File: config.mk
export PLATFORM = sky130hd
export DESIGN_NAME = cbsc_mac_seq_flat
export DESIGN_NICKNAME = d
export VERILOG_FILES = /design/src/rtl/cbsc_pkg.sv /design/src/rtl/cbsc_mac_seq_if.sv /design/src/rtl/cbsc_mac_seq.sv /design/src/flat_wrapper.sv
export SDC_FILE = /design/constraint.sdc
export NUM_CORES = 1
export LEC_CHECK = 0
export CAP_MARGIN = 20
export CORE_ASPECT_RATIO = 0.75
export CORE_MARGIN = 2
export CORE_UTILIZATION = 55
export DETAILED_ROUTE_END_ITERATION = 7
export GPL_TIMING_DRIVEN = 1
export PLACE_DENSITY = 0.85
export SKIP_LAST_GASP = 1
export SLEW_MARGIN = 10
export SYNTH_ARGS = -nofsm -noshare
export SYNTH_HDL_FRONTEND = slang
export SYNTH_SLANG_ARGS = --single-unit
File: constraint.sdc
create_clock -name clk -period 6.2 [get_ports clk]
set_clock_uncertainty 0.05 [all_clocks]
set_input_delay 0.62 -clock clk [delete_from_list [all_inputs] [get_ports clk]]
set_output_delay 0.62 -clock clk [all_outputs]
set_load 0.01 [all_outputs]
File: src/rtl/cbsc_pkg.sv
// Shared definitions for the comparator-based stochastic-computing MAC sequencer.
//   CBSC_W_W     : weight width; equals the down-counter init width
//   CBSC_LEN_W   : width of vec_len, the element index and w_addr
//   CBSC_TMO_CYC : RUN cycles allowed per element before err (2**W_W+2)
//   seq_state_t  : sequencer state encoding
package cbsc_pkg;

  localparam int CBSC_W_W     = 8;
  localparam int CBSC_LEN_W   = 8;
  localparam int CBSC_TMO_CYC = 258;

  typedef enum logic [2:0] {
    S_IDLE,
    S_FETCH,
    S_LOAD,
    S_SETTLE,
    S_RUN,
    S_NEXT,
    S_DONE
  } seq_state_t;

  // Width of a counter that must hold 0..cyc-1.
  function automatic int tmo_width(input int cyc);
    return (cyc <= 2) ? 1 : $clog2(cyc);
  endfunction

endpackage

File: src/rtl/cbsc_mac_seq_if.sv
// Bundle of the sequencer's control, weight-fetch and datapath signals.
//   master : the sequencer (cbsc_mac_seq)
//   slave  : the surroundings (MAC control, weight store, counter, accumulator)
//   start/vec_len/busy/done/err : MAC top-level control
//   w_req/w_addr/w_vld/w_data   : weight fetch handshake (w_req && w_vld)
//   cnt_rst/cnt_w/cnt_stop      : down-counter load and stop level
//   acc_clr/acc_en              : bitstream accumulator clear/enable
interface cbsc_mac_seq_if
  import cbsc_pkg::*;
#(
  parameter int W_W   = CBSC_W_W,
  parameter int LEN_W = CBSC_LEN_W
) ();

  logic             start;
  logic [LEN_W-1:0] vec_len;
  logic             busy;
  logic             done;
  logic             err;
  logic             w_req;
  logic [LEN_W-1:0] w_addr;
  logic             w_vld;
  logic [W_W-1:0]   w_data;
  logic             cnt_rst;
  logic [W_W-1:0]   cnt_w;
  logic             cnt_stop;
  logic             acc_clr;
  logic             acc_en;

  modport master (
    input  start, vec_len, w_vld, w_data, cnt_stop,
    output busy, done, err, w_req, w_addr, cnt_rst, cnt_w, acc_clr, acc_en
  );

  modport slave (
    output start, vec_len, w_vld, w_data, cnt_stop,
    input  busy, done, err, w_req, w_addr, cnt_rst, cnt_w, acc_clr, acc_en
  );

endinterface

File: src/rtl/cbsc_mac_seq.sv
// Sequencer for one comparator-based stochastic-computing dot product.
// For each element: fetch the weight, load the down-counter, then enable the
// bitstream accumulator until the counter raises cnt_stop.
//   clk : clock, all logic on posedge
//   rst : synchronous active-high reset
//   bus : cbsc_mac_seq_if.master (control, weight fetch, counter, accumulator)
module cbsc_mac_seq
  import cbsc_pkg::*;
#(
  parameter int W_W     = CBSC_W_W,
  parameter int LEN_W   = CBSC_LEN_W,
  parameter int TMO_CYC = CBSC_TMO_CYC
) (
  input  logic             clk,
  input  logic             rst,
  cbsc_mac_seq_if.master   bus
);

  localparam int               TMO_W    = tmo_width(TMO_CYC);
  localparam logic [TMO_W-1:0] TMO_LAST = TMO_W'(TMO_CYC - 1);

  seq_state_t       state_q, state_d;
  logic [LEN_W-1:0] len_q, len_d;
  logic [LEN_W-1:0] idx_q, idx_d;
  logic [W_W-1:0]   wreg_q, wreg_d;
  logic [TMO_W-1:0] tmo_q, tmo_d;
  logic             err_q, err_d;
  logic             acc_clr_q, acc_clr_d;

  always_ff @(posedge clk) begin
    if (rst) begin
      state_q   <= S_IDLE;
      len_q     <= '0;
      idx_q     <= '0;
      wreg_q    <= '0;
      tmo_q     <= '0;
      err_q     <= 1'b0;
      acc_clr_q <= 1'b0;
    end else begin
      state_q   <= state_d;
      len_q     <= len_d;
      idx_q     <= idx_d;
      wreg_q    <= wreg_d;
      tmo_q     <= tmo_d;
      err_q     <= err_d;
      acc_clr_q <= acc_clr_d;
    end
  end

  always_comb begin
    state_d   = state_q;
    len_d     = len_q;
    idx_d     = idx_q;
    wreg_d    = wreg_q;
    tmo_d     = '0;       // only RUN keeps counting
    err_d     = err_q;
    acc_clr_d = 1'b0;
    case (state_q)
      S_IDLE: begin
        if (bus.start) begin
          len_d     = bus.vec_len;
          idx_d     = '0;
          err_d     = 1'b0;
          acc_clr_d = 1'b1;
          state_d   = (bus.vec_len == '0) ? S_DONE : S_FETCH;
        end
      end
      S_FETCH: begin
        if (bus.w_vld) begin
          wreg_d  = bus.w_data;
          // A zero weight contributes no bit-cycles, so skip the counter.
          state_d = (bus.w_data == '0) ? S_NEXT : S_LOAD;
        end
      end
      S_LOAD:   state_d = S_SETTLE;
      // cnt_stop still reflects the previous element here; one blind cycle.
      S_SETTLE: state_d = S_RUN;
      S_RUN: begin
        if (bus.cnt_stop) begin
          state_d = S_NEXT;
        end else if (tmo_q == TMO_LAST) begin
          err_d   = 1'b1;
          state_d = S_DONE;
        end else begin
          tmo_d = tmo_q + 1'b1;
        end
      end
      S_NEXT: begin
        if (idx_q == LEN_W'(len_q - 1'b1)) begin
          state_d = S_DONE;
        end else begin
          idx_d   = idx_q + 1'b1;
          state_d = S_FETCH;
        end
      end
      S_DONE:  state_d = S_IDLE;
      default: state_d = S_IDLE;
    endcase
  end

  assign bus.busy    = (state_q != S_IDLE);
  assign bus.done    = (state_q == S_DONE);
  assign bus.err     = err_q;
  assign bus.w_req   = (state_q == S_FETCH);
  assign bus.w_addr  = idx_q;
  assign bus.cnt_rst = (state_q == S_LOAD);
  assign bus.cnt_w   = wreg_q;
  assign bus.acc_clr = acc_clr_q;
  // The counter drops cnt_stop mid-cycle; the accumulator samples the settled level.
  assign bus.acc_en  = (state_q == S_SETTLE) || ((state_q == S_RUN) && !bus.cnt_stop);

endmodule

File: src/flat_wrapper.sv
// flat-port wrapper written by rule: the top's interface ports become plain ports
module cbsc_mac_seq_flat import cbsc_pkg::*;
#(
  parameter int W_W     = CBSC_W_W,
  parameter int LEN_W   = CBSC_LEN_W,
  parameter int TMO_CYC = CBSC_TMO_CYC
)
  (clk, rst, bus_start, bus_vec_len, bus_w_vld, bus_w_data, bus_cnt_stop, bus_busy, bus_done, bus_err, bus_w_req, bus_w_addr, bus_cnt_rst, bus_cnt_w, bus_acc_clr, bus_acc_en);
  cbsc_mac_seq_if #(.W_W(W_W), .LEN_W(LEN_W)) bus_i ();
  input  logic clk;
  input  logic rst;
  input wire logic [$bits(bus_i.start)-1:0] bus_start;
  input wire logic [$bits(bus_i.vec_len)-1:0] bus_vec_len;
  input wire logic [$bits(bus_i.w_vld)-1:0] bus_w_vld;
  input wire logic [$bits(bus_i.w_data)-1:0] bus_w_data;
  input wire logic [$bits(bus_i.cnt_stop)-1:0] bus_cnt_stop;
  output wire logic [$bits(bus_i.busy)-1:0] bus_busy;
  output wire logic [$bits(bus_i.done)-1:0] bus_done;
  output wire logic [$bits(bus_i.err)-1:0] bus_err;
  output wire logic [$bits(bus_i.w_req)-1:0] bus_w_req;
  output wire logic [$bits(bus_i.w_addr)-1:0] bus_w_addr;
  output wire logic [$bits(bus_i.cnt_rst)-1:0] bus_cnt_rst;
  output wire logic [$bits(bus_i.cnt_w)-1:0] bus_cnt_w;
  output wire logic [$bits(bus_i.acc_clr)-1:0] bus_acc_clr;
  output wire logic [$bits(bus_i.acc_en)-1:0] bus_acc_en;
  assign bus_i.start = bus_start;
  assign bus_i.vec_len = bus_vec_len;
  assign bus_i.w_vld = bus_w_vld;
  assign bus_i.w_data = bus_w_data;
  assign bus_i.cnt_stop = bus_cnt_stop;
  assign bus_busy = bus_i.busy;
  assign bus_done = bus_i.done;
  assign bus_err = bus_i.err;
  assign bus_w_req = bus_i.w_req;
  assign bus_w_addr = bus_i.w_addr;
  assign bus_cnt_rst = bus_i.cnt_rst;
  assign bus_cnt_w = bus_i.cnt_w;
  assign bus_acc_clr = bus_i.acc_clr;
  assign bus_acc_en = bus_i.acc_en;
  cbsc_mac_seq #(.W_W(W_W), .LEN_W(LEN_W), .TMO_CYC(TMO_CYC)) u_core (.clk(clk), .rst(rst), .bus(bus_i));
endmodule
==> run metrics, run 1 <==
status=completed; synthesized area=2170 sq um; drt total wl=4910 microns; pin count of the biggest net entering global routing=28; Slowest cell on crit path=a2111oi_4; final antenna-violating net count=0; synth warn=0; CTS Sinks=38; detailed placement HPWL=roughly 3600 microns; Tmin final=2.81 ns; DRT iter0 DRCs=~110; Tcrit/Tclk final=0.453; chip width=76.5 microns; post-synthesis sequential area ratio=0.351; row count=19; fill cell count=301; syn avg cell area=8.49 sq um; CTS clock-pin slew for the worst setup and hold paths=0.07 ns; Netlist cell types=52; Root Driver=clkbuf_8; area leader, netlist=dfxtp_1; Pleak=0.896 nW; clock tree buffer depth=2; Finished Layout Cells=343; ys async rst share=0; total die area=4460 sq um; R2R Path Start=u_core.len_q[0]; worst r2r dst=u_core.bus.w_addr[7]; crit path launch type=register; Vias=approximately 1900; peak supply drop=204 uV; cts hold-fix bufs=0; layout cell share with drive strength beyond 1=0.0962; worst hold path class=register to register; antenna diode count=0; count leader, synth=dfxtp_1; gpl congestion=about 0.83; Top FF cell, synth=dfxtp_1; largest family of logic cells by synthesized area=simple AND/OR/NAND/NOR gates; Worst R2R Path Depth=7; Worst Tran Pin Value=0.947 ns; DR vias/cell=5.67; H-Tree Level Count=2; max-cap violation count=0; GR Overflow Total=0; DRC viols=0; first-pass GRT wire length=8110 microns; CP endpoint=u_core.bus.w_addr[7]; Cells after Synth=255; RSZ-0062 raised after global routing=no; CTS tree=done; simple-gate share of the synthesized area=0.254; Post-synth EDFFs=0; core footprint=3710 sq um; Max-slew headroom=0.367; cts repair resizes=0; DR WL/cell=14.3 microns; Fmax=356 MHz; CP Max Fanout=12; IO Pins=44; die height=about 60 microns; Power Density=308 nW/um^2; dominant cells by area after synthesis=dfxtp_1 (35%), mux2i_1 (6.9%), nand2_1 (5.5%); XOR/XNOR share of the synthesized area=0.0687; postcts setup bufs=0; critical path's largest stage delay=0.84 ns; setup tns final=0 ns; Seq cells post-synth=38; final slew viol count=0; drt pass-1 iters=4; setup violators final=0; CTS Buf Count=5; fraction of the mapped netlist area in adder cells=0.0231; Worst Path Required=6.32 ns; syn nets=280; area fraction in compound gates after synthesis=0.183; number of global-route vias before repair=1737; CP Class=register to register; final hold slack=about 0.45 ns; initial antenna violation count=0; multiplexer share of the synthesized area=0.0693; Final Hold Vio Count=0; nets@finish=between 300 and 400; Initial Util=0.584; placed cell count=335; clk_lat worst skew=slightly below 0.3 ns; Crit. End Element=register; synth cell count leaders=dfxtp_1 (38), nand2_1 (32), nor2_1 (28); critical-path cell list=inv_1 -> ha_1 -> xor2_1 -> or3_1 -> a2111oi_4 -> a211oi_1 -> mux2i_1; CP arrival=2.93 ns; Yosys top cell area share=0.351; Area growth syn-to-layout=24.3%; r2r setup slk=3.39 ns; CP Launch Point=u_core.len_q[0]; total track usage=0.229; # port buffers=43
layout by cell type (no fill, tap or decap), types with 3 or more instances in the layout:
cell type	synthesis	routed
a211oi_2	6	6
a21oi_1	16	16
and3_1	6	6
clkbuf_8	1	5
clkdlybuf4s50_1	0	43
dfxtp_1	38	38
ha_1	4	4
inv_1	9	9
mux2i_1	15	15
nand2_1	32	32
nand3_1	10	10
nand3b_1	3	3
nor2_1	28	28
nor3_1	3	3
nor4_1	6	6
o21ai_0	4	4
or3_1	5	5
xnor2_1	9	9
xor2_1	8	8
per-stage QoR:
stage	instance area, sq um	setup WS, ns	utilization	power, mW
global placement	2580	3.53	0.697	0.620
global route	2690	3.21	0.726	0.877
CTS	2690	3.39	0.726	0.833
finish	2690	3.39	0.726	0.828
detailed placement	2580	3.42	0.697	0.625
floorplan	2170	3.82	-	0.533
power by group:
group	internal, mW	switching (mW)	leakage [nW]	total, mW
combinational	0.147	0.160	0.530	0.307
clock	0.118	0.0867	0.0579	0.205
sequential	0.271	0.0455	0.308	0.316
total	0.536	0.293	0.896	0.828
critical path: cells and delay by family, from the launching register on:
family | cells | cell delay [ns]
fa+ha+maj | 1 | 0.31
xor+xnor | 1 | 0.18
flops | 1 | 0.46
buf+inv | 1 | 0.07
simple gates | 1 | 0.41
compound gates | 2 | 1.05
mux | 1 | 0.16
area by class of cell:
class                      instances  area [sq um]  share of cell area
timing repair buffer              43           430               0.160
clock buffer                       5          68.8              0.0256
tap                               52          65.1              0.0242
inverter                           9          33.8              0.0125
multi-input combinational        193          1290               0.480
sequential                        38           761               0.283
clock inverter                     3          40.0              0.0149
logic make-up after synthesis:
kind of cell	after synthesis
buffers and inverters	24
adder cells (fa/ha/maj)	4
multiplexers	15
XOR/XNOR	17
AO/OA/AOI/OAI	48
flip-flops	38
AND/OR/NAND/NOR	109
worst min path at each step:
stage,slack [ns],startpoint,to,cells past startpoint
CTS,0.44,u_core.len_q[7],u_core.len_q[7],2
global placement,0.41,u_core.len_q[7],u_core.len_q[7],2
detailed placement,0.41,u_core.len_q[7],u_core.len_q[7],2
floorplan,0.40,u_core.len_q[7],u_core.len_q[7],2
global route,0.46,u_core.len_q[7],u_core.len_q[7],2
finish,0.45,u_core.len_q[7],u_core.len_q[7],2
metal layers:
layer  track usage  share of wire  vias up
met2         0.357           0.43       60
li1              -              -      975
met3        0.0475          0.058       10
met1         0.320           0.50      901
met4        0.0857          0.016        0
met5             0              0        -
registers in the layout (all words and copies together) (netlist names):
register	cells
u_core.len_q	8
u_core.bus.err	1
u_core.bus.acc_clr	1
u_core.bus.w_addr	8
u_core.state_q	3
u_core.tmo_q	9
u_core.bus.cnt_w	8
Note: power is estimated with default switching activity, not from simulation.
==> run 2: changes to the inputs <==
Settings changed: CORE_UTILIZATION 55 to 51, PLACE_DENSITY 0.85 to 0.79.
Clock period 6.2 ns to 2.95 ns, I/O delays scaled along.
==> run 2 against run 1 <==
Compared with the run above:
- cell area increased by 0.19%
- clock-buffer cell count up 1
- register-to-register slack worse by 3.1 ns
- fmax up 4.8%
==> run metrics, run 2 (synthesized netlist as in run 1, its figures left out) <==
setup tns final=0 ns; pin count of the biggest net entering global routing=19; Vias=roughly 1900; drt total wl=4800 microns; DRT iter0 DRCs=106; clock tree buffer depth=2; worst hold path stage count=2; worst hold path class=register to register; cts hold-fix bufs=0; number of global-route vias before repair=1780; Worst R2R Path Depth=9; CTS Buf Count=5; IO Pins=44; Crit. End Element=register; Sw Ratio=0.371; chip width=79.3 microns; final slew viol count=0; Fmax=between 300 and 400 MHz; CP Class=register to register; commonest cells after routing, fill and taps aside=clkdlybuf4s50_1 (43), dfxtp_1 (38), nand2_1 (32), nor2_1 (28), a21oi_1 (16); Hold Path Origin=u_core.len_q[7]; Area growth syn-to-layout=24.6%; GR Overflow Total=0; Power Density=628 nW/um^2; Finished Core Util=0.665; CP arrival=2.87 ns; CP Max Fanout=12; P_int=1.07 mW; initial antenna violation count=0; first-pass GRT wire length=~8400 microns; Hold EP=u_core.len_q[7]; Worst Tran Pin Value=0.695 ns; Final Hold Vio Count=0; final antenna-violating net count=0; setup violators final=0; DR WL/cell=approximately 14 microns; Tmin final=2.68 ns; # port buffers=43; max-cap violation count=0; worst r2r dst=u_core.bus.w_addr[5]; H-Tree Level Count=2; status=completed; CTS clock-pin slew for the worst setup and hold paths=0.08 ns; CTS tree=done; most common cell after layout, fill and taps aside=clkdlybuf4s50_1; fill cell count=363; clock share of power=0.229; DR vias/cell=approximately 5.5; drt pass-1 iters=4; nets@finish=317; die height=slightly above 60 microns; register share of total power=0.389; R2R Path Start=u_core.len_q[0]; peak supply drop=~380 uV; core footprint=~4000 sq um; r2r setup slk=between 0.2 and 0.3 ns; CP Launch Point=u_core.len_q[0]; cts repair resizes=0; clk_lat worst skew=0.30 ns; RSZ-0062 raised after global routing=no; crit path launch type=register; layout cell share with drive strength beyond 1=0.102; most flop-heavy register=u_core.tmo_q; Pleak=0.896 nW; Gate power share=0.382; gpl congestion=0.849; Initial Util=0.534; total die area=4790 sq um; max FFs per register=9; CTS Sinks=38; total track usage=0.224; Max-slew headroom=0.535; postcts setup bufs=0; Root Driver=clkbuf_8; antenna diode count=0; Tcrit/Tclk final=0.909; row count=20; Psw=0.629 mW; Worst Path Required=3.14 ns; DRC viols=0; detailed placement HPWL=3520 microns
run 2: cell types whose count changed in the layout (fill, tap and decap cells not counted):
cell	delta
clkinvlp_4	+1
buf_4	+2
clkinv_2	-1
clkbuf_8	+1
bufinv_16	-1
run 2: power by group through the flow:
stage | registers (mW) | clock network [mW] | logic [mW]
finish | 0.660 | 0.387 | 0.647
floorplan | 0.631 | 0 | 0.488
detailed placement | 0.670 | 0 | 0.642
global placement | 0.668 | 0 | 0.637
global route | 0.672 | 0.410 | 0.724
CTS | 0.658 | 0.388 | 0.645
run 2: layer usage:
| metal | share of wire | GRT usage | routed length, microns | vias to the layer above |
|---|---|---|---|---|
| met5 | 0 | 0 | 0 | - |
| met4 | 0.013 | 0.0739 | 60 | 0 |
| met3 | 0.054 | 0.0580 | 259 | 7 |
| met2 | 0.40 | 0.331 | 1900 | 54 |
| met1 | 0.54 | 0.323 | 2570 | 890 |
| li1 | - | - | - | 978 |
run 2: how the worst max path moves through the flow:
stage,slack (ns),end,cells after the start
after global routing,0.06,u_core.bus.w_addr[5],9
after global placement,0.37,u_core.bus.w_addr[5],9
final,0.27,u_core.bus.w_addr[5],9
after floorplan,0.57,u_core.bus.w_addr[7],9
after CTS,0.26,u_core.bus.w_addr[5],9
after detailed placement,0.29,u_core.bus.w_addr[5],9
run 2: critical path, cell delays in order (launching register included):
cell       delay [ns]
dfxtp_1          0.38
inv_1            0.08
ha_1             0.32
or3b_2           0.48
o2111a_1         0.14
a211oi_2         0.26
a2111oi_4        0.08
buf_4            0.20
a2111oi_2        0.41
mux2i_1          0.21
run 2: cell type report:
type | count | area (sq um) | share of cell area
Multi-Input combinational cell | 193 | 1290 | 0.480
Clock buffer | 6 | 82.6 | 0.0306
Inverter | 9 | 33.8 | 0.0125
Sequential cell | 38 | 761 | 0.282
Clock inverter | 2 | 12.5 | 0.00464
Timing Repair Buffer | 45 | 445 | 0.165
Tap cell | 55 | 68.8 | 0.0255
run 2: per-stage QoR:
step                      std cells  hold WS [ns]  setup slack (ns)  total power, mW  instance area [sq um]
after global routing            348         0.450            0.0608             1.81                   2700
after CTS                       348         0.438             0.263             1.69                   2700
after detailed placement        340         0.423             0.286             1.31                   2600
after global placement          340         0.410             0.370             1.30                   2600
final                           348         0.444             0.268             1.69                   2700
after floorplan                 255         0.381             0.573             1.12                   2170
==> run 3: changes to the inputs <==
Settings changed: CELL_PAD_IN_SITES_DETAIL_PLACEMENT set to 1, CELL_PAD_IN_SITES_GLOBAL_PLACEMENT set to 1, CORE_UTILIZATION 51 to 38, PLACE_DENSITY 0.79 to unset, PLACE_DENSITY_LB_ADDON set to 0.1.
==> run 3 against run 2 <==
Compared with the run above:
- die area grew 32%
- critical path depth unchanged
- fmax shrank 0.42%
- hold slack got worse by 0.0071 ns
- highest routed layer unchanged
- combinational power rose by 2%
- largest power group unchanged
==> run metrics, run 3 (synthesized netlist as in run 1, its figures left out) <==
CTS tree=done; total track usage=0.184; CTS Sinks=38; RSZ-0062 raised after global routing=no; Area growth syn-to-layout=25.9%; DRC viols=0; critical path's largest stage delay=0.48 ns; total die area=6330 sq um; peak supply drop=263 uV; CP Class=register to register; H-Tree Level Count=2; drt pass-1 iters=4; CP arrival=approximately 2.9 ns; Multi-input gate area=1290 sq um; core footprint=approximately 5400 sq um; clock tree buffer depth=2; fill cell count=669; gpl congestion=about 0.73; clk_lat worst skew=0.29 ns; IO Pins=44; CTS Buf Count=5; row count=23; layout cell share with drive strength beyond 1=0.102; chip width=~91 microns; Crit path max-delay family=compound AO/OA/AOI/OAI gates; setup tns final=0 ns; Fmax=371 MHz; initial antenna violation count=0; first-pass GRT wire length=about 9300 microns; status=completed; number of global-route vias before repair=approximately 1900; CTS clock-pin slew for the worst setup and hold paths=0.08 ns; worst hold path class=register to register; critical-path cell list=inv_1 -> ha_1 -> or3b_2 -> o2111a_1 -> a211oi_2 -> a2111oi_4 -> buf_4 -> a2111oi_2 -> mux2i_1; Worst Tran Pin Value=around 0.57 ns; most common cell after layout, fill and taps aside=clkdlybuf4s50_1; detailed placement HPWL=4260 microns; die height=69.4 microns; GR Overflow Total=0; Slowest cell on crit path=or3b_2; Worst Path Required=3.12 ns; Finished Layout Cells=369; drt total wl=5660 microns; # port buffers=43; Sequential Area=761 sq um; antenna diode count=0; Tmin final=2.69 ns; Pleak=0.902 nW; setup violators final=0; Power Density=624 nW/um^2; DR WL/cell=15.3 microns; cts repair resizes=0; Final Hold Vio Count=0; cts hold-fix bufs=0; DRT iter0 DRCs=84; Pwr Total=~1.7 mW; Vias=between 1500 and 2000; crit path launch type=register; postcts setup bufs=0; max-cap violation count=0; placed cell count=361; CP Max Fanout=9; final antenna-violating net count=0; most flop-heavy register=u_core.tmo_q; final slew viol count=0; Tcrit/Tclk final=0.913; Initial Util=0.400; commonest cells after routing, fill and taps aside=clkdlybuf4s50_1 (43), dfxtp_1 (38), nand2_1 (32), nor2_1 (28), a21oi_1 (16); max FFs per register=9; Root Driver=clkbuf_8; pin count of the biggest net entering global routing=19; DR vias/cell=5.19; nets@finish=318; Critical path buffers and inverters=2; Crit. End Element=register; Max-slew headroom=0.619
[run 3: cell count changes in the layout (fill, tap and decap cells not counted), sizes merged]
cell and change:
clkbuf +1, clkinvlp -1, buf +1
[run 3: report_power, final]
| group | switching, mW | internal [mW] |
|---|---|---|
| logic | 0.352 | 0.310 |
| registers | 0.0980 | 0.568 |
| clock network | 0.186 | 0.189 |
[run 3: area by class of cell]
cell class | instances | area share
Sequential cell | 38 | 0.279
Timing Repair Buffer | 46 | 0.166
Tap cell | 75 | 0.0344
Clock buffer | 7 | 0.0317
Inverter | 9 | 0.0124
Clock inverter | 1 | 0.00184
Multi-Input combinational cell | 193 | 0.475
[run 3: per-layer routing]
metal | track usage | wire length, microns
met5 | 0 | 0
met2 | 0.258 | 2310
met1 | 0.275 | 3010
met3 | 0.0467 | 275
met4 | 0.0556 | 62
[run 3: path summary, 6_finish.rpt]
check | from | end | slack, ns | cells after the start
worst min register to register | u_core.len_q[7] | u_core.len_q[7] | 0.44 | 2
worst max-delay path | u_core.len_q[0] | u_core.bus.w_addr[5] | 0.26 | 9
worst max register to register | u_core.len_q[0] | u_core.bus.w_addr[5] | 0.26 | 9
worst min-delay path | u_core.len_q[7] | u_core.len_q[7] | 0.44 | 2
[run 3: through the flow]
stage                     setup WS (ns)  hold slack (ns)  utilization  cell area, sq um
final                             0.256            0.437        0.504              2730
after global routing             0.0607            0.461        0.504              2730
after CTS                         0.231            0.437        0.504              2730
after detailed placement          0.278            0.414        0.487              2640
after global placement            0.381            0.413        0.487              2640
after floorplan                   0.573            0.381            -              2170
[run 3: worst min-delay path, stage by stage (launching register included)]
cell	delay [ns]
dfxtp_1	0.33
nand2_1	0.06
a21oi_1	0.05
